### src/rtl/shape_rasterizer.sv
// Rasterizes a latched pixel rectangle (filled, 1-pixel border or inscribed circle) into
// framebuffer writes in row-major order; each covered pixel holds print_enable for WR_HOLD cycles.
module shape_rasterizer #(
  parameter int X_BITS     = 8,
  parameter int Y_BITS     = 7,
  parameter int COLOR_BITS = 3,
  parameter int WR_HOLD    = 3
) (
  input  logic                     Clck,
  input  logic                     Reset,
  input  logic                     start,
  input  logic                     abort,
  input  logic [1:0]               mode,
  input  logic [X_BITS-1:0]        x_start,
  input  logic [X_BITS-1:0]        x_end,
  input  logic [Y_BITS-1:0]        y_start,
  input  logic [Y_BITS-1:0]        y_end,
  input  logic [COLOR_BITS-1:0]    color,
  output logic [X_BITS-1:0]        paint_x_co,
  output logic [Y_BITS-1:0]        paint_y_co,
  output logic [COLOR_BITS-1:0]    color_output,
  output logic                     print_enable,
  output logic                     busy,
  output logic                     done,
  output logic [X_BITS+Y_BITS-1:0] written_count
);

  localparam logic [2:0] S_IDLE  = 3'd0;
  localparam logic [2:0] S_EVAL  = 3'd1;
  localparam logic [2:0] S_LOAD  = 3'd2;
  localparam logic [2:0] S_WRITE = 3'd3;
  localparam logic [2:0] S_GAP   = 3'd4;
  localparam logic [2:0] S_ADV   = 3'd5;
  localparam logic [2:0] S_DONE  = 3'd6;

  localparam int DW = X_BITS + 2;
  localparam int PW = 2 * DW;
  localparam int SW = PW + 1;
  localparam int HW = $clog2(WR_HOLD + 1);
  localparam int CW = X_BITS + Y_BITS;

  logic [2:0]            state_q, state_d;
  logic [1:0]            mode_q, mode_d;
  logic [X_BITS-1:0]     xs_q, xs_d, xe_q, xe_d, x_q, x_d, px_q, px_d;
  logic [Y_BITS-1:0]     ys_q, ys_d, ye_q, ye_d, y_q, y_d, py_q, py_d;
  logic [COLOR_BITS-1:0] col_q, col_d, pc_q, pc_d;
  logic [HW-1:0]         hold_q, hold_d;
  logic [CW-1:0]         cnt_q, cnt_d;

  logic [DW-1:0] w, h, dx, dy, adx, ady, m;
  logic [PW-1:0] dx2, dy2, m2;
  logic [SW-1:0] dist2;
  logic          last_x, last_y, cov_border, cov_circle, covered;

  // Centre offsets are doubled so the circle test stays in integers for even and odd sizes.
  always_comb begin
    w   = DW'(xe_q) - DW'(xs_q);
    h   = DW'(ye_q) - DW'(ys_q);
    dx  = ((DW'(x_q) - DW'(xs_q)) << 1) + DW'(1) - w;
    dy  = ((DW'(y_q) - DW'(ys_q)) << 1) + DW'(1) - h;
    adx = dx[DW-1] ? (~dx + DW'(1)) : dx;
    ady = dy[DW-1] ? (~dy + DW'(1)) : dy;
    m   = (w < h) ? w : h;
  end

  assign dx2        = PW'(adx) * PW'(adx);
  assign dy2        = PW'(ady) * PW'(ady);
  assign m2         = PW'(m) * PW'(m);
  assign dist2      = SW'(dx2) + SW'(dy2);
  assign last_x     = (x_q == xe_q - X_BITS'(1));
  assign last_y     = (y_q == ye_q - Y_BITS'(1));
  assign cov_border = (x_q == xs_q) || last_x || (y_q == ys_q) || last_y;
  assign cov_circle = (dist2 <= SW'(m2));

  always_comb begin
    case (mode_q)
      2'b01:   covered = cov_border;
      2'b10:   covered = cov_circle;
      default: covered = 1'b1;
    endcase
  end

  always_comb begin
    state_d = state_q;
    mode_d  = mode_q;
    xs_d    = xs_q;
    xe_d    = xe_q;
    ys_d    = ys_q;
    ye_d    = ye_q;
    col_d   = col_q;
    x_d     = x_q;
    y_d     = y_q;
    px_d    = px_q;
    py_d    = py_q;
    pc_d    = pc_q;
    hold_d  = hold_q;
    cnt_d   = cnt_q;
    if (abort && (state_q != S_IDLE)) begin
      state_d = S_IDLE;
    end else begin
      case (state_q)
        S_IDLE: begin
          if (start) begin
            mode_d  = mode;
            xs_d    = x_start;
            xe_d    = x_end;
            ys_d    = y_start;
            ye_d    = y_end;
            col_d   = color;
            x_d     = x_start;
            y_d     = y_start;
            cnt_d   = '0;
            state_d = ((x_end <= x_start) || (y_end <= y_start)) ? S_DONE : S_EVAL;
          end
        end
        S_EVAL: begin
          if (covered) begin
            px_d    = x_q;
            py_d    = y_q;
            pc_d    = col_q;
            state_d = S_LOAD;
          end else begin
            state_d = S_ADV;
          end
        end
        S_LOAD: begin
          hold_d  = '0;
          cnt_d   = cnt_q + CW'(1);
          state_d = S_WRITE;
        end
        S_WRITE: begin
          if (hold_q == HW'(WR_HOLD - 1)) state_d = S_GAP;
          else                            hold_d  = hold_q + HW'(1);
        end
        S_GAP: state_d = S_ADV;
        S_ADV: begin
          if (last_x && last_y) begin
            state_d = S_DONE;
          end else if (last_x) begin
            x_d     = xs_q;
            y_d     = y_q + Y_BITS'(1);
            state_d = S_EVAL;
          end else begin
            x_d     = x_q + X_BITS'(1);
            state_d = S_EVAL;
          end
        end
        default: state_d = S_IDLE;
      endcase
    end
  end

  always_ff @(posedge Clck) begin
    if (!Reset) begin
      state_q <= S_IDLE;
      mode_q  <= '0;
      xs_q    <= '0;
      xe_q    <= '0;
      ys_q    <= '0;
      ye_q    <= '0;
      col_q   <= '0;
      x_q     <= '0;
      y_q     <= '0;
      px_q    <= '0;
      py_q    <= '0;
      pc_q    <= '0;
      hold_q  <= '0;
      cnt_q   <= '0;
    end else begin
      state_q <= state_d;
      mode_q  <= mode_d;
      xs_q    <= xs_d;
      xe_q    <= xe_d;
      ys_q    <= ys_d;
      ye_q    <= ye_d;
      col_q   <= col_d;
      x_q     <= x_d;
      y_q     <= y_d;
      px_q    <= px_d;
      py_q    <= py_d;
      pc_q    <= pc_d;
      hold_q  <= hold_d;
      cnt_q   <= cnt_d;
    end
  end

  assign paint_x_co    = px_q;
  assign paint_y_co    = py_q;
  assign color_output  = pc_q;
  assign print_enable  = (state_q == S_WRITE);
  assign busy          = (state_q != S_IDLE) && (state_q != S_DONE);
  assign done          = (state_q == S_DONE);
  assign written_count = cnt_q;

endmodule

### config.mk
export PLATFORM = sky130hd
export DESIGN_NAME = shape_rasterizer
export DESIGN_NICKNAME = d
export VERILOG_FILES = /design/src/rtl/shape_rasterizer.sv
export SDC_FILE = /design/constraint.sdc
export NUM_CORES = 1
export LEC_CHECK = 0
export ABC_CLOCK_PERIOD_IN_PS = 12500
export BUFFER_PORTS_ARGS = -buffer_cell sky130_fd_sc_hd__buf_2
export CAP_MARGIN = 20
export CORE_ASPECT_RATIO = 1.75
export CORE_MARGIN = 3
export CORE_UTILIZATION = 35
export CTS_BUF_LIST = sky130_fd_sc_hd__clkbuf_2
export DETAILED_ROUTE_END_ITERATION = 12
export PLACE_DENSITY = 0.55
export SYNTH_ARGS = -nofsm -noshare
export SYNTH_HDL_FRONTEND = slang
export SYNTH_SLANG_ARGS = --single-unit
### constraint.sdc
create_clock -name Clck -period 12.5 [get_ports Clck]
set_input_delay 1.875 -clock Clck [delete_from_list [all_inputs] [get_ports Clck]]
set_output_delay 1.875 -clock Clck [all_outputs]
set_load 0.1 [all_outputs]
==> results of run 1 <==
routing by layer:
layer | track usage, % | vias up
li1 | - | 6438
met1 | 17.0 | 6447
met2 | 41.0 | 241
met3 | 0.893 | 99
met4 | 8.96 | 0
met5 | 0 | -
flip-flops by register name, summed over array words and instances (netlist names), 7 cells and up:
register,cells
written_count,15
paint_x_co,8
x_q,8
xe_q,8
xs_q,8
paint_y_co,7
y_q,7
ye_q,7
ys_q,7
layout make-up:
type / instances / area (um2) / area share, %
inverter: 337 / 1270 / 7.18
clock buffer: 9 / 45.0 / 0.255
tap: 572 / 716 / 4.05
antenna: 1 / 2.50 / 0.0142
timing repair buffer: 123 / 796 / 4.51
multi-input combinational: 1465 / 13000 / 73.7
sequential: 88 / 1780 / 10.1
clock inverter: 7 / 47.5 / 0.269
repair_timing:
action	4_1_cts	5_1_grt
setup buffers	0	24
pin swaps	0	21
endpoints found under the hold margin	0	0
endpoints found under the setup margin	18	21
cloned	0	2
resized for setup	4	75
cell usage in the layout (no fill, tap or decap), types with 9 or more instances in the layout:
cell type,instances
nand4_1,11
nand2_1,216
and2_1,11
a211oi_1,16
ha_1,232
xor2_1,39
nand3_1,26
clkbuf_2,9
and3_1,13
inv_1,328
a21o_1,35
o21bai_1,11
dfxtp_1,82
nor2b_1,13
fa_1,184
nor3_1,18
o21a_1,10
a21oi_2,10
o21ai_0,48
mux2i_1,24
conb_1,13
buf_2,74
a21oi_1,113
xnor2_1,68
nand2b_1,24
nor2_1,167
buf_4,43
logic make-up (layout without fill, tap and decap cells):
logic type               count (synthesis)  in the layout  synth area share, %
flip-flops                              88             88                 11.1
AND/OR/NAND/NOR                        555            555                 15.7
adder cells (fa/ha/maj)                421            421                 41.9
AO/OA/AOI/OAI                          326            326                 13.2
buffers and inverters                  384            476                 9.30
other                                    2             14               0.0472
XOR/XNOR                               121            121                 6.94
multiplexers                            29             29                 1.87
worst max-delay path: cells and delay by family, from the launching register on:
family | cells | cell delay, ns
AOI/OAI and AO/OA | 15 | 3.08
muxes | 1 | 0.18
buffers and inverters | 12 | 1.08
DFF | 1 | 0.40
xor gates and xnor gates | 4 | 0.85
and+or+nand+nor | 6 | 1.05
adders and majority gates | 13 | 5.24
stage by stage:
| stage | TNS, ns | area (um2) | setup slack, ns |
|---|---|---|---|
| after floorplan | 0 | 15900 | 1.32 |
| after global placement | 0 | 17000 | 0.115 |
| after detailed placement | -0.285 | 17000 | -0.0393 |
| after CTS | 0 | 17100 | 0.0356 |
| after global routing | -0.741 | 17700 | -0.0861 |
| final | 0 | 17700 | 0.569 |
worst max-delay path by stage:
stage	cells after the start	startpoint	to
final	51	xe_q[0]$_SDFFE_PN0P_	paint_x_co[7]$_SDFFE_PN0P_
after global routing	48	ye_q[2]$_SDFFE_PN0P_	color_output[2]$_SDFFE_PN0P_
after CTS	48	xe_q[0]$_SDFFE_PN0P_	color_output[2]$_SDFFE_PN0P_
after detailed placement	48	xe_q[0]$_SDFFE_PN0P_	color_output[2]$_SDFFE_PN0P_
after global placement	49	xe_q[0]$_SDFFE_PN0P_	paint_y_co[1]$_SDFFE_PN0P_
after floorplan	49	ys_q[1]$_SDFFE_PN0P_	color_output[2]$_SDFFE_PN0P_
cell usage after synthesis (5+ instances only):
master    instances  area share (%)
o211ai_1          8            0.38
xor2_1           44             2.4
xnor2_1          72             4.0
a21o_1           35             1.7
o21bai_1         12            0.57
o21a_1           11            0.52
nand4_1          11            0.43
clkbuf_1         34            0.80
nand2_1         218             5.1
nand3_1          27            0.85
and2_1           12            0.47
buf_1             5            0.12
mux2i_1          24             1.5
a31oi_1           8            0.31
mux2_2            5            0.35
a211oi_1         17            0.80
nor4_1            8            0.31
o22ai_1           5            0.20
nor2_1          172             4.1
o21ai_0          53             1.7
ha_1            236              19
and3_1           13            0.51
or3_1             8            0.31
buf_2             5            0.16
nor2b_1          13            0.51
fa_1            185              23
nand2b_1         25            0.98
a211o_1           6            0.33
nor3_1           18            0.57
or2_2             6            0.24
inv_1           334             7.9
nand3b_1          8            0.38
a21oi_1         121             3.8
dfxtp_1          88              11
==> impl_metrics.yaml, run 1 <==
finish:
  final_util_pct: 39.7
  nNetsFinal: 2484
  drive_above_1_share_pct: 11.3
  fillers: 4556
  fin_cells: 2602
  area_growth_pct: 11.1
critical_path:
  path_common_cell: "inv_1"
  worstPathMaxFanout: 6
  crit_arrival_ns: 12.52
  rr_startpoint: "xe_q[0]$_SDFFE_PN0P_"
  timing.rr.end: "paint_x_co[7]$_SDFFE_PN0P_"
  critical_path_class: "reg -> reg"
  start_kind: "register"
  worstPathRequired_ns: 13.09
  r2r_cells: 51
  cp-end-kind: "register"
  slowest_stage: "o41a_1"
  r2r_slack_ns: 0.57
  slowest_delay_ns: 0.57
clock_network:
  clk_transition_reported_paths_ns: 0.26
  clk_latency_ns: 0.63
  numCtsBuffers: 9
  cts_tree: "done"
  htree_levels: 3
  clock_path_buffers: 2
  cts_root_buf: "clkbuf_2"
  cts.sinks: 88
  cts_hold_buf: 0
sta:
  post-route-period-util_pct: 95.4
  final-setup-viol-count: 0
  fin_hold_ws_ns: 0.473
  drv_slew: 0
  fin_crit_ns: 11.93
  tightest_slew_ns: 1.06
  hold_viol: 0
  skew_ns: 0.0185
  max_slew_margin_pct: 28.9
  fmax_mhz: 83.8
place:
  dp.final_hpwl_um: 38800
  io_buffers: 74
  gp_congestion: 0.915
  place_inst: 2557
synthesis:
  synthesis.area_um2: 15900
  yosys_register_bits: 88
  synth_flop_cell: "dfxtp_1"
  postSynthAreaPerCell_um2: 8.25
  synth_enable_flop_cells: 0
  netlist_instances: 1926
  yosys_warnings: 0
  synth-async-reset-ratio_pct: 0
  ys_seq_area_share_pct: 11.1
  synthDistinctLibCells: 79
detailed_routing:
  drc_errors: 0
  wl_met1_um: 14500
  routed.top_layer: "met4"
  met3_length_um: 773
  routedWlPerCell_um: 17.3
  ant_nets: 0
  routed-wl-met2_um: 27300
  dr.pass1.iters: 5
  first_iter_violations: 418
  viasPerCell: 5.08
  routed_wl_um: 45100
  via_count: 13225
min_path:
  hold_depth: 2
  min_to: "ys_q[2]$_SDFFE_PN0P_"
  hold_start: "ys_q[2]$_SDFFE_PN0P_"
  min_path_type: "reg -> reg"
run:
  drv_cap: 0
floorplanning:
  initial_core_util_pct: 35.7
  rows: 102
  dieWidth_um: 167
  dieArea_um2: 48100
  ios: 75
  core_um2: 44500
  die_y_um: 288
global_routing:
  antenna_found_initial: 1
  grt_pass1_vias: 14397
  grt-ovfl-total: 0
  track_usage_pct: 18.8
  grt_max_degree: 55
  grt_pass1_wl_um: 72600
outcome:
  status: "complete, no violations"
Power of run 1 is left out: the tool's default activity adds up to more than one toggle a clock period on the data nets, which glitch-free logic cannot reach.
==> inputs of run 2 (changes only) <==
PLACE_DENSITY = 0.51   (was 0.55)
==> run 2 against run 1 <==
Compared with the run above:
- hold slack hardly changed
- clock-buffer cell count stayed put
- sequential share of layout area is 0.080 points higher
- clock skew is 0.014 ns higher
- final cell count is 0.35% lower
- worst setup slack worse by 0.030 ns
- core utilization is 0.34 points lower
- final area is 0.86% lower
- critical path type unchanged
==> impl_metrics.yaml, run 2 (synthesis gave the netlist of run 1 again) <==
floorplanning:
  initial_core_util_pct: 35.7
  dieArea_um2: 48100
  ios: 75
  die_y_um: 288
  rows: 102
  core_um2: 44500
  dieWidth_um: 167
sta:
  fin_hold_ws_ns: 0.473
  final-setup-viol-count: 0
  fmax_mhz: 83.6
  hold_viol: 0
  max_slew_margin_pct: 31.6
  tightest_slew_ns: 1.03
  post-route-period-util_pct: 95.7
  drv_slew: 0
  fin_crit_ns: 11.96
  skew_ns: 0.0324
global_routing:
  grt-ovfl-total: 0
  grt_pass1_wl_um: 72400
  antenna_found_initial: 1
  track_usage_pct: 18.9
  grt_pass1_vias: 14125
  grt_max_degree: 55
detailed_routing:
  dr.pass1.iters: 5
  drc_errors: 0
  ant_nets: 0
  routed_wl_um: 45200
  viasPerCell: 5.08
  via_count: 13164
  routedWlPerCell_um: 17.4
  first_iter_violations: 435
finish:
  fin_cells: 2593
  final_cell_mix: "inv_1 (329), ha_1 (233), nand2_1 (217), fa_1 (184), nor2_1 (165)"
  final_common_cell: "inv_1"
  final_util_pct: 39.3
  largest_reg_flops: 15
  drive_above_1_share_pct: 10.5
  nNetsFinal: 2475
  area_growth_pct: 10.2
critical_path:
  slowest_stage: "fa_1"
  crit_arrival_ns: 12.51
  cp-end-kind: "register"
  worstPathRequired_ns: 13.05
  critical_path_class: "reg -> reg"
  start_kind: "register"
  worstPathMaxFanout: 9
  slowest_delay_ns: 0.59
place:
  place_inst: 2565
  gp_congestion: 0.894
  io_buffers: 74
  dp.final_hpwl_um: 39100
clock_network:
  cts_root_buf: "clkbuf_2"
  clk_latency_ns: 0.63
  cts.sinks: 88
  htree_levels: 3
  clk_transition_reported_paths_ns: 0.24
  cts_hold_buf: 0
  numCtsBuffers: 9
  cts_tree: "done"
  clock_path_buffers: 2
outcome:
  status: "complete, no violations"
min_path:
  min_path_type: "reg -> reg"
run:
  drv_cap: 0
[run 2: cell count changes in the layout (fill, tap and decap cells not counted), moves of 3 or more]
cell and delta:
buf_4 -7, xnor2_2 +4, clkinvlp_4 -3, xor2_1 +3, xor2_2 -3
[run 2: through the flow]
step / TNS [ns] / setup slack, ns / cell area (um2)
2_1_floorplan: 0 / 1.32 / 15900
3_3_place_gp: 0 / 0.439 / 17000
3_5_place_dp: 0 / 0.152 / 17000
4_1_cts: 0 / 0.0591 / 17100
5_1_grt: -0.0500 / -0.0176 / 17500
6_report: 0 / 0.539 / 17500
[run 2: worst max-delay path: cells and delay by family (launching register included)]
kind            cells  cell delay, ns
mux                 1            0.17
simple gates        7            1.14
buf+inv            10            0.94
fa+ha+maj          13            5.26
flops               1            0.41
xor+xnor            4            0.85
compound gates     15            3.14
[run 2: worst paths after layout]
check | slack, ns | startpoint | depth (start not counted) | to
max | 0.54 | xe_q[0]$_SDFFE_PN0P_ | 50 | paint_x_co[3]$_SDFFE_PN0P_
min reg2reg | 0.47 | ys_q[2]$_SDFFE_PN0P_ | 2 | ys_q[2]$_SDFFE_PN0P_
max reg2reg | 0.54 | xe_q[0]$_SDFFE_PN0P_ | 50 | paint_x_co[3]$_SDFFE_PN0P_
min | 0.47 | ys_q[2]$_SDFFE_PN0P_ | 2 | ys_q[2]$_SDFFE_PN0P_
[run 2: final cells by class]
| class | count | area (um2) |
|---|---|---|
| repair buffers | 113 | 699 |
| multi-input cells | 1466 | 13000 |
| clock buffers | 9 | 45.0 |
| inverters | 337 | 1260 |
| well taps | 572 | 716 |
| diodes | 1 | 2.50 |
| clock inverters | 7 | 47.5 |
| fillers | 4558 | 27000 |
| flip-flops and latches | 88 | 1780 |
[run 2: what timing repair did]
| item | CTS | global route |
|---|---|---|
| hold endpoints to repair | 0 | 0 |
| resized for setup | 0 | 64 |
| endpoints found under the setup margin | 0 | 21 |
| buffers inserted | 0 | 7 |
[run 2: layer usage]
layer | part of all wire, % | vias to the layer above | global-route usage [%] | wire, um
met3 | 2.5 | 122 | 1.43 | 1120
met4 | 7.5 | 0 | 11.6 | 3380
met1 | 32 | 6342 | 16.9 | 14500
li1 | - | 6428 | - | -
met5 | 0 | - | 0 | 0
met2 | 58 | 272 | 39.9 | 26200
Power of run 2 is left out for the same reason.
==> inputs of run 3 (changes only) <==
CORE_ASPECT_RATIO = 0.6   (was 1.75)
SKIP_LAST_GASP = 1   (was not set)
==> run 3 against run 2 <==
Compared with the run above:
- final area up 0.79%
- clock skew increased by 0.010 ns
- non-clock buffer count increased by 8
- critical path depth fell by 2
- die area about the same
- core utilization rose by 0.73 points
- hold slack worse by 0.021 ns
- final cell count up 0.54%
- fmax shrank 0.76%
- sequential share of layout area down 0.073 points
- worst setup slack lost 0.092 ns
- routed wire length increased by 0.46%
==> impl_metrics.yaml, run 3 (synthesis gave the netlist of run 1 again) <==
outcome:
  status: "complete, no violations"
run:
  drv_cap: 0
global_routing:
  grt-ovfl-total: 0
  track_usage_pct: 18.9
  grt_max_degree: 55
  antenna_found_initial: 1
  grt_pass1_wl_um: 71800
  grt_pass1_vias: 12885
sta:
  tns_ns: 0
  tightest_slew_ns: 1.08
  fin_crit_ns: 12.05
  skew_ns: 0.0426
  final-setup-viol-count: 0
  post-route-period-util_pct: 96.4
  hold_viol: 0
  fmax_mhz: 83.0
  fin_hold_ws_ns: 0.452
  drv_slew: 0
  max_slew_margin_pct: 27.8
finish:
  final_common_cell: "inv_1"
  final_util_pct: 40.0
  final_cell_mix: "inv_1 (329), ha_1 (234), nand2_1 (217), fa_1 (183), nor2_1 (165)"
  fillers: 4528
  largest_reg_flops: 15
  drive_above_1_share_pct: 11.5
  nNetsFinal: 2482
  area_growth_pct: 11.0
floorplanning:
  die_y_um: 171
  core_um2: 44100
  dieWidth_um: 281
  dieArea_um2: 48100
  initial_core_util_pct: 36.1
  rows: 59
  ios: 75
critical_path:
  slowest_stage: "or4_4"
  start_kind: "register"
  critical_path_class: "reg -> reg"
  r2r_cells: 48
  crit_arrival_ns: 12.63
  cp-end-kind: "register"
  path_common_cell: "fa_1"
  slowest_delay_ns: 0.61
  startpoint: "ye_q[0]$_SDFFE_PN0P_"
  timing.rr.end: "paint_y_co[4]$_SDFFE_PN0P_"
  rr_startpoint: "ye_q[0]$_SDFFE_PN0P_"
  worstPathMaxFanout: 9
  worstPathRequired_ns: 13.08
  r2r_slack_ns: 0.45
detailed_routing:
  ant_nets: 0
  met3_length_um: 2680
  viasPerCell: 5.03
  routed_wl_um: 45400
  drc_errors: 0
  routedWlPerCell_um: 17.4
  via_count: 13125
  first_iter_violations: 1066
  routed-wl-met2_um: 16600
  dr.pass1.iters: 5
  routed.top_layer: "met4"
  wl_met1_um: 26000
place:
  gp_congestion: 0.890
  dp.final_hpwl_um: 38700
  io_buffers: 74
clock_network:
  clock_path_buffers: 2
  cts_root_buf: "clkbuf_2"
  htree_levels: 3
  clk_transition_reported_paths_ns: 0.27
  numCtsBuffers: 9
  clk_latency_ns: 0.63
  cts_hold_buf: 0
  cts_tree: "done"
  cts.sinks: 88
min_path:
  hold_start: "col_q[0]$_SDFFE_PN0P_"
  min_to: "color_output[0]$_SDFFE_PN0P_"
  min_path_type: "reg -> reg"
  hold_depth: 2
==> run 3: per-stage QoR <==
stage	instance area, um2	cells	setup slack (ns)
after global routing	17600	2607	-0.135
after detailed placement	17000	2568	-0.0882
after floorplan	15900	1937	1.32
after CTS	17100	2584	0.0256
final	17600	2607	0.448
after global placement	17000	2567	0.122
==> run 3: worst max path at each step <==
stage                                         to  slack (ns)  depth (start not counted)
finish                paint_y_co[4]$_SDFFE_PN0P_        0.45                         48
global route          paint_y_co[5]$_SDFFE_PN0P_       -0.13                         51
CTS                 color_output[2]$_SDFFE_PN0P_        0.03                         50
detailed placement  color_output[0]$_SDFFE_PN0P_       -0.09                         48
global placement      paint_y_co[3]$_SDFFE_PN0P_        0.12                         48
floorplan           color_output[2]$_SDFFE_PN0P_        1.32                         49
==> run 3: final cells by class <==
type	instances	area [um2]	area share (%)
repair buffers	121	769	4.36
clock buffers	9	45.0	0.255
inverters	337	1270	7.19
clock inverters	7	47.5	0.269
well taps	579	724	4.10
flip-flops and latches	88	1780	10.1
diodes	1	2.50	0.0142
multi-input cells	1465	13000	73.7
==> run 3: worst max-delay path: cells and delay by family (launching register included) <==
kind | cells | cell delay, ns
compound gates | 14 | 2.62
flops | 1 | 0.40
mux | 1 | 0.19
xor+xnor | 2 | 0.27
buf+inv | 8 | 0.81
simple gates | 10 | 2.26
fa+ha+maj | 13 | 5.45
==> run 3: what timing repair did <==
action	4_1_cts	5_1_grt
resized for setup	2	80
pin swaps	0	14
setup buffers	0	20
cloned	0	2
endpoints found under the hold margin	0	0
setup endpoints to repair	18	21
==> run 3: routing by layer <==
metal,up-vias,GRT usage [%]
met4,0,0.998
li1,6446,-
met1,6415,33.0
met5,-,0
met2,250,24.1
met3,14,3.08
Power of run 3 is left out for the same reason.
